==> src/rtl/vector_change_logger.sv <==
// ============================================================================
// vector_change_logger : per-bit change detector feeding a show-ahead event
//                        FIFO with timestamps and sticky overflow.
// Revision: 1.0
// ============================================================================
`default_nettype none

module vector_change_logger #(
    parameter int WIDTH    = 4,
    parameter int DEPTH    = 4,
    parameter int TS_WIDTH = 8
) (
    input  logic                       clk_i,
    input  logic                       rst_i,
    input  logic                       en_i,
    input  logic [WIDTH-1:0]           vec_i,
    input  logic                       clr_ovf_i,
    input  logic                       evt_ready_i,
    output logic                       evt_valid_o,
    output logic [WIDTH-1:0]           evt_vec_o,
    output logic [WIDTH-1:0]           evt_mask_o,
    output logic [TS_WIDTH-1:0]        evt_ts_o,
    output logic                       overflow_o,
    output logic [$clog2(DEPTH+1)-1:0] count_o
);

    localparam int AW = $clog2(DEPTH);
    localparam int CW = $clog2(DEPTH+1);

    logic [TS_WIDTH-1:0] ts_q;
    logic [WIDTH-1:0]    prev_q;
    logic                primed_q;
    logic [AW-1:0]       wr_ptr_q, wr_ptr_d;
    logic [AW-1:0]       rd_ptr_q, rd_ptr_d;
    logic [CW-1:0]       count_q, count_d;
    logic                overflow_q, overflow_d;

    logic [WIDTH-1:0]    vec_mem  [DEPTH];
    logic [WIDTH-1:0]    mask_mem [DEPTH];
    logic [TS_WIDTH-1:0] ts_mem   [DEPTH];

    logic [WIDTH-1:0] w_mask;
    logic             w_push;
    logic             w_pop;
    logic             w_full;
    logic             w_valid;
    logic             w_wr;
    logic             w_drop;

    assign w_mask  = vec_i ^ prev_q;
    assign w_push  = primed_q && en_i && (w_mask != '0);
    assign w_valid = (count_q != '0);
    assign w_pop   = w_valid && evt_ready_i;
    assign w_full  = (count_q == CW'(DEPTH));
    // A full FIFO still accepts a push when the head leaves in the same cycle.
    assign w_wr    = w_push && (!w_full || w_pop);
    assign w_drop  = w_push && w_full && !w_pop;

    always_comb begin
        wr_ptr_d   = wr_ptr_q;
        rd_ptr_d   = rd_ptr_q;
        count_d    = count_q;
        overflow_d = overflow_q;
        if (w_wr) begin
            wr_ptr_d = wr_ptr_q + AW'(1);
        end
        if (w_pop) begin
            rd_ptr_d = rd_ptr_q + AW'(1);
        end
        case ({w_wr, w_pop})
            2'b10:   count_d = count_q + CW'(1);
            2'b01:   count_d = count_q - CW'(1);
            default: count_d = count_q;
        endcase
        if (w_drop) begin
            overflow_d = 1'b1;
        end else if (clr_ovf_i) begin
            overflow_d = 1'b0;
        end
    end

    always_ff @(posedge clk_i or posedge rst_i) begin
        if (rst_i) begin
            ts_q       <= '0;
            prev_q     <= '0;
            primed_q   <= 1'b0;
            wr_ptr_q   <= '0;
            rd_ptr_q   <= '0;
            count_q    <= '0;
            overflow_q <= 1'b0;
        end else begin
            ts_q       <= ts_q + TS_WIDTH'(1);
            prev_q     <= vec_i;
            primed_q   <= 1'b1;
            wr_ptr_q   <= wr_ptr_d;
            rd_ptr_q   <= rd_ptr_d;
            count_q    <= count_d;
            overflow_q <= overflow_d;
        end
    end

    // Storage needs no reset: occupancy alone decides what is visible.
    always_ff @(posedge clk_i) begin
        if (w_wr) begin
            vec_mem[wr_ptr_q]  <= vec_i;
            mask_mem[wr_ptr_q] <= w_mask;
            ts_mem[wr_ptr_q]   <= ts_q;
        end
    end

    assign evt_valid_o = w_valid;
    assign evt_vec_o   = w_valid ? vec_mem[rd_ptr_q]  : '0;
    assign evt_mask_o  = w_valid ? mask_mem[rd_ptr_q] : '0;
    assign evt_ts_o    = w_valid ? ts_mem[rd_ptr_q]   : '0;
    assign overflow_o  = overflow_q;
    assign count_o     = count_q;

endmodule

`default_nettype wire

==> config.mk <==
export PLATFORM = sky130hd
export DESIGN_NAME = vector_change_logger
export DESIGN_NICKNAME = d
export VERILOG_FILES = /design/src/rtl/vector_change_logger.sv
export SDC_FILE = /design/constraint.sdc
export NUM_CORES = 1
export LEC_CHECK = 0
export CORE_ASPECT_RATIO = 0.5
export CORE_MARGIN = 2
export CORE_UTILIZATION = 56
export CTS_CLUSTER_DIAMETER = 40
export DETAILED_ROUTE_END_ITERATION = 12
export DONT_BUFFER_PORTS = 1
export GPL_TIMING_DRIVEN = 0
export PLACE_DENSITY = 0.74
export SLEW_MARGIN = 20
export SYNTH_ARGS = -nofsm -noshare
export SYNTH_HDL_FRONTEND = slang
export SYNTH_SLANG_ARGS = --single-unit
==> constraint.sdc <==
create_clock -name clk_i -period 2.1 [get_ports clk_i]
set_input_delay 0.42 -clock clk_i [delete_from_list [all_inputs] [get_ports clk_i]]
set_output_delay 0.42 -clock clk_i [all_outputs]
set_load 0.1 [all_outputs]
## Word level (Yosys, flattened, before mapping)

Memory sizes are Yosys's and may differ from the RTL's.
Cells that the tools add are included.

- RAM bits: 64
- Register bits: 21
- Input port bits: 9
- Memories kept: 3
- Logic and storage cells: 40
- Output and inout port bits: 21

- Mux-type cells: 8
- Reductions and logical operators: 13
- Equal/unequal tests: 3
- Add/subtract/negate cells: 5
- Bitwise operators: 1

Memories:

| memory | depth | bits a word | read ports | clocked after memory_dff | wr ports | RTL line | source |
|---|---|---|---|---|---|---|---|
| ts_mem | 4 | 8 | 1 | 0 | 1 | 40 | `logic [TS_WIDTH-1:0] ts_mem [DEPTH];` |
| mask_mem | 4 | 4 | 1 | 0 | 1 | 39 | `logic [WIDTH-1:0] mask_mem [DEPTH];` |
| vec_mem | 4 | 4 | 1 | 0 | 1 | 38 | `logic [WIDTH-1:0] vec_mem [DEPTH];` |

Operator list:

| operator | count |
|---|---|
| 8-bit by 1-bit adder with 8-bit output (second input constant) | 1 |
| 4-bit two-way mux | 2 |
| 8-bit two-way mux | 1 |
| 1-bit logical AND | 6 |
| 3-bit one-hot mux with 2 select lines | 1 |
| 2-bit by 1-bit adder with 2-bit output (second input constant) | 2 |
| 1-bit two-way mux | 4 |
| 2-bit nonzero test | 2 |
| 4-bit nonzero test | 1 |
| 4-bit bitwise XOR | 1 |
| 3-bit by 1-bit adder with 3-bit output (second input constant) | 1 |
| 3-bit equality test (second input constant) | 1 |
| 3-bit nonzero test | 1 |
| 3-bit by 1-bit subtractor with 3-bit output (second input constant) | 1 |
| 2-bit by 1-bit equality test with 1-bit output (second input constant) | 1 |
| 2-bit equality test (second input constant) | 1 |
| 1-bit zero test | 2 |
| 1-bit logical OR | 1 |

## Depth between registers and ports, before layout

- Depth in word-level cells: 6
- Gate-level depth with buffers: 8

## Least setup slack after synthesis

OpenSTA, ideal clock, no wires.

- Path kind: register to output
- From: register count_q[0], in the netlist count_o[0]
- To: output evt_mask_o[1]
- Slack: -1.352 ns
- Buffers on the path: 2
- Stages on the path, launching flop included: 5
- Data arrival time: 3.032 ns
- Cells stage by stage: dfrtp_1 > buf_2 > nor3_1 > clkbuf_1 > nor2b_1

- Word-level cells in the longest chain between the ends: 2

RTL lines:

| item | RTL line | source |
|---|---|---|
| start, declared | 35 | `logic [CW-1:0] count_q, count_d;` |
| start signal, assigned | 97 | `count_q <= count_d;` |
| 3-bit nonzero test | 52 | `assign w_valid = (count_q != '0);` |
| 4-bit two-way mux | 113 | `assign evt_mask_o = w_valid ? mask_mem[rd_ptr_q] : '0;` |
| end, declared | 21 | `output logic [WIDTH-1:0] evt_mask_o,` |

No other way between the ends.

## Final worst setup path

- From: register count_q[0], in the netlist count_o[0]
- To: output evt_ts_o[4]

- Word-level cells in the longest chain between the ends: 2

RTL lines:

| item | RTL line | source |
|---|---|---|
| 3-bit nonzero test | 52 |  |
| 8-bit two-way mux | 114 | `assign evt_ts_o = w_valid ? ts_mem[rd_ptr_q] : '0;` |
| end, declared | 22 | `output logic [TS_WIDTH-1:0] evt_ts_o,` |

No other way between the ends.

==> qor.yml <==
synth:
  post-synth-top-area-cell: "edfxtp_1"
  synth_cell_types: 40
  syn_nets: 208
  synth_seq_cells: 85
  ys_seq_area_share_pct: 69.7
  syn_area_per_cell_um2: 18.2
  synthArstFlopShare_pct: 24.7
  yosysTopAreaCellShare_pct: 54.7
  synth_cells: 193
  synth.cell_area_um2: 3510
  synth_edf_count: 64
  yosys_warnings: 0
  synthTopCellsByArea: "edfxtp_1 (55%), dfrtp_1 (15%), mux4_2 (10%)"
  synthFlopType: "edfxtp_1"
routing:
  drc: 0
  wl_mm: 7.07
  vias_per_cell: 5.76
  maxUsedRoutingLayer: "met4"
  dr_total_vias: 1833
  routedWlPerCell_um: 22.2
  drt_iter0_markers: 128
  drt_pass1_iterations: 4
  drtAntennaViolNets: 0
  dr_wl_met3_um: 521
  met1Wirelength_mm: 2.95
  wl_met2_mm: 3.47
setup_path:
  cp_num_cells: 5
  slowest_delay_ns: 0.63
  crit_required_ns: 1.68
  crit_type: "reg2out"
  crit_path_max_fanout: 4
  worstPathCellList: "buf_6 > nor3_4 > clkbuf_16 > buf_12 > nor2b_4"
  worstReg2RegStart: "count_o[0]"
  rrSetupSlack_ns: -0.21
  cp.arrival_ns: 2.02
  reg2reg_depth: 8
  critPathBufInv: 3
  cp-start-kind: "flip-flop"
  crit_start: "count_o[0]"
  worstReg2RegEnd: "count_o[2]"
  crit_family: "flip-flops"
  crit_path_top_delay_cell: "dfrtp_4"
  endpoint_kind: "primary output"
timing:
  final.setup.worst_slack_ns: -0.343
  setup_viol: 19
  slew_violations: 0
  period_minus_slack_ns: 2.44
  finalHoldViolations: 0
  max_freq_ghz: 0.409
  fin_worst_skew_ns: 0.00874
  holdWs_ns: 0.106
  period_share_pct: 116
  tightest_slew_ns: 0.886
  slew_headroom_pct: 41.0
  rsz0062_at_grt: "yes"
cts:
  cts_root_buf: "clkbuf_16"
  clock_path_buffers: 2
  cts_tree: "yes"
  cts.sinks: 85
  clkTransAtPathRegs_ns: 0.06
  numCtsBuffers: 9
  htreeDepth: 3
  insertion_delay_ns: 0.34
  cts_hold_buf: 0
grt:
  grt_max_degree: 22
  grt_pass1_vias: 1942
  grt_usage_pct: 23.2
  grt_overflow_total: 0
  antenna_found_initial: 0
  grt_pass1_wl_mm: 11.0
place:
  gp_congestion: 0.723
  port_buffers: 0
  hpwl_mm: 3.78
job:
  max-cap-violations: 0
floorplan:
  initial_core_util_pct: 58.0
  placementRows: 20
  ios: 30
  chipWidth_um: 116
  dieArea_um2: 6960
  die_y_um: 60.0
  coreArea_um2: 6060
cells_and_area:
  final_core_util_pct: 73.1
  layout-drive-gt1-share_pct: 43.5
  antenna_cells: 0
  n_fill_cell: 381
  area_growth_pct: 26.1
  final_nets: 240
min_path:
  hold_end: "prev_q[3]"
  hp-class: "in2reg"
  hold_depth: 0
  worstHoldStart: "vec_i[3]"
outcome:
  outcome: "finished with violations"
  violations: "setup timing"
[cells in the final DEF (no fill, tap or decap), types with 2 or more instances in the layout]
cell	n
mux4_2	16
ha_1	5
buf_6	3
xnor2_1	7
nand2_1	4
nor2b_4	16
dfrtp_4	3
edfxtp_1	64
inv_1	5
buf_4	16
nand3_1	5
and3_4	8
buf_12	4
xor2_4	4
nand4_1	3
clkbuf_16	10
nor2_4	2
and3_1	2
clkinv_2	4
nor2_2	2
xor2_1	2
dfrtp_1	17
[area by class of cell]
| type | count | area, um2 | area share (%) |
|---|---|---|---|
| sequential | 85 | 2460 | 55.6 |
| multi-input combinational | 98 | 1270 | 28.8 |
| clock buffer | 10 | 229 | 5.17 |
| timing repair buffer | 19 | 179 | 4.04 |
| tap | 88 | 110 | 2.49 |
| buffer | 6 | 95.1 | 2.15 |
| clock inverter | 6 | 53.8 | 1.22 |
| inverter | 6 | 26.3 | 0.593 |
[cells by family after synthesis]
| kind of cell | count (synthesis) | share of synthesized area [%] |
|---|---|---|
| compound gates | 9 | 3.07 |
| xor+xnor | 13 | 3.88 |
| fa+ha+maj | 6 | 2.35 |
| buf+inv | 14 | 1.92 |
| flops | 85 | 69.7 |
| mux | 17 | 10.5 |
| other cells | 1 | 0.107 |
| simple gates | 48 | 8.41 |
[sequential cells by signal, indices dropped and copies added (netlist names)]
name        flops
overflow_o      1
mask_mem       16
rd_ptr_q        2
primed_q        1
ts_mem         32
ts_q            8
wr_ptr_q        2
vec_mem        16
count_o         3
prev_q          4
[synthesized netlist by cell type, types with 2 or more instances]
cell	count
nor2_1	3
ha_1	5
edfxtp_1	64
inv_1	6
xor2_1	3
xnor2_1	7
a221oi_1	2
nand2_1	4
mux4_2	16
nand4_1	3
buf_2	3
clkbuf_1	3
nor2b_1	16
nand3_1	5
dfrtp_1	21
xor2_2	3
and3_1	6
[stage by stage]
step	setup TNS (ns)	instance area, um2	cells	setup slack (ns)
4_1_cts	-5.71	4320	309	-0.396
2_1_floorplan	-1.14	3670	193	-0.174
5_1_grt	-6.69	4430	318	-0.376
3_3_place_gp	-12.34	3780	281	-0.402
3_5_place_dp	-12.35	3780	281	-0.419
6_report	-5.97	4430	318	-0.343
[metal layers]
metal	global-route usage [%]	vias to the layer above
li1	-	821
met1	28.9	936
met2	37.4	65
met3	10.0	11
met4	7.99	0
met5	0	-
[how the worst max path moves through the flow]
| stage | endpoint |
|---|---|
| 2_1_floorplan | evt_valid_o |
| 3_3_place_gp | evt_valid_o |
| 3_5_place_dp | evt_valid_o |
| 4_1_cts | evt_valid_o |
| 5_1_grt | evt_ts_o[2] |
| 6_report | evt_ts_o[4] |
[timing repair]
action,CTS,global route
cloned,5,0
gates resized for setup,31,9
endpoints found under the setup margin,83,83
pin swaps,12,5
buffers inserted,9,9
Power is left out: the tool's default activity adds up to more than one toggle a clock period on the data nets, which glitch-free logic cannot reach.
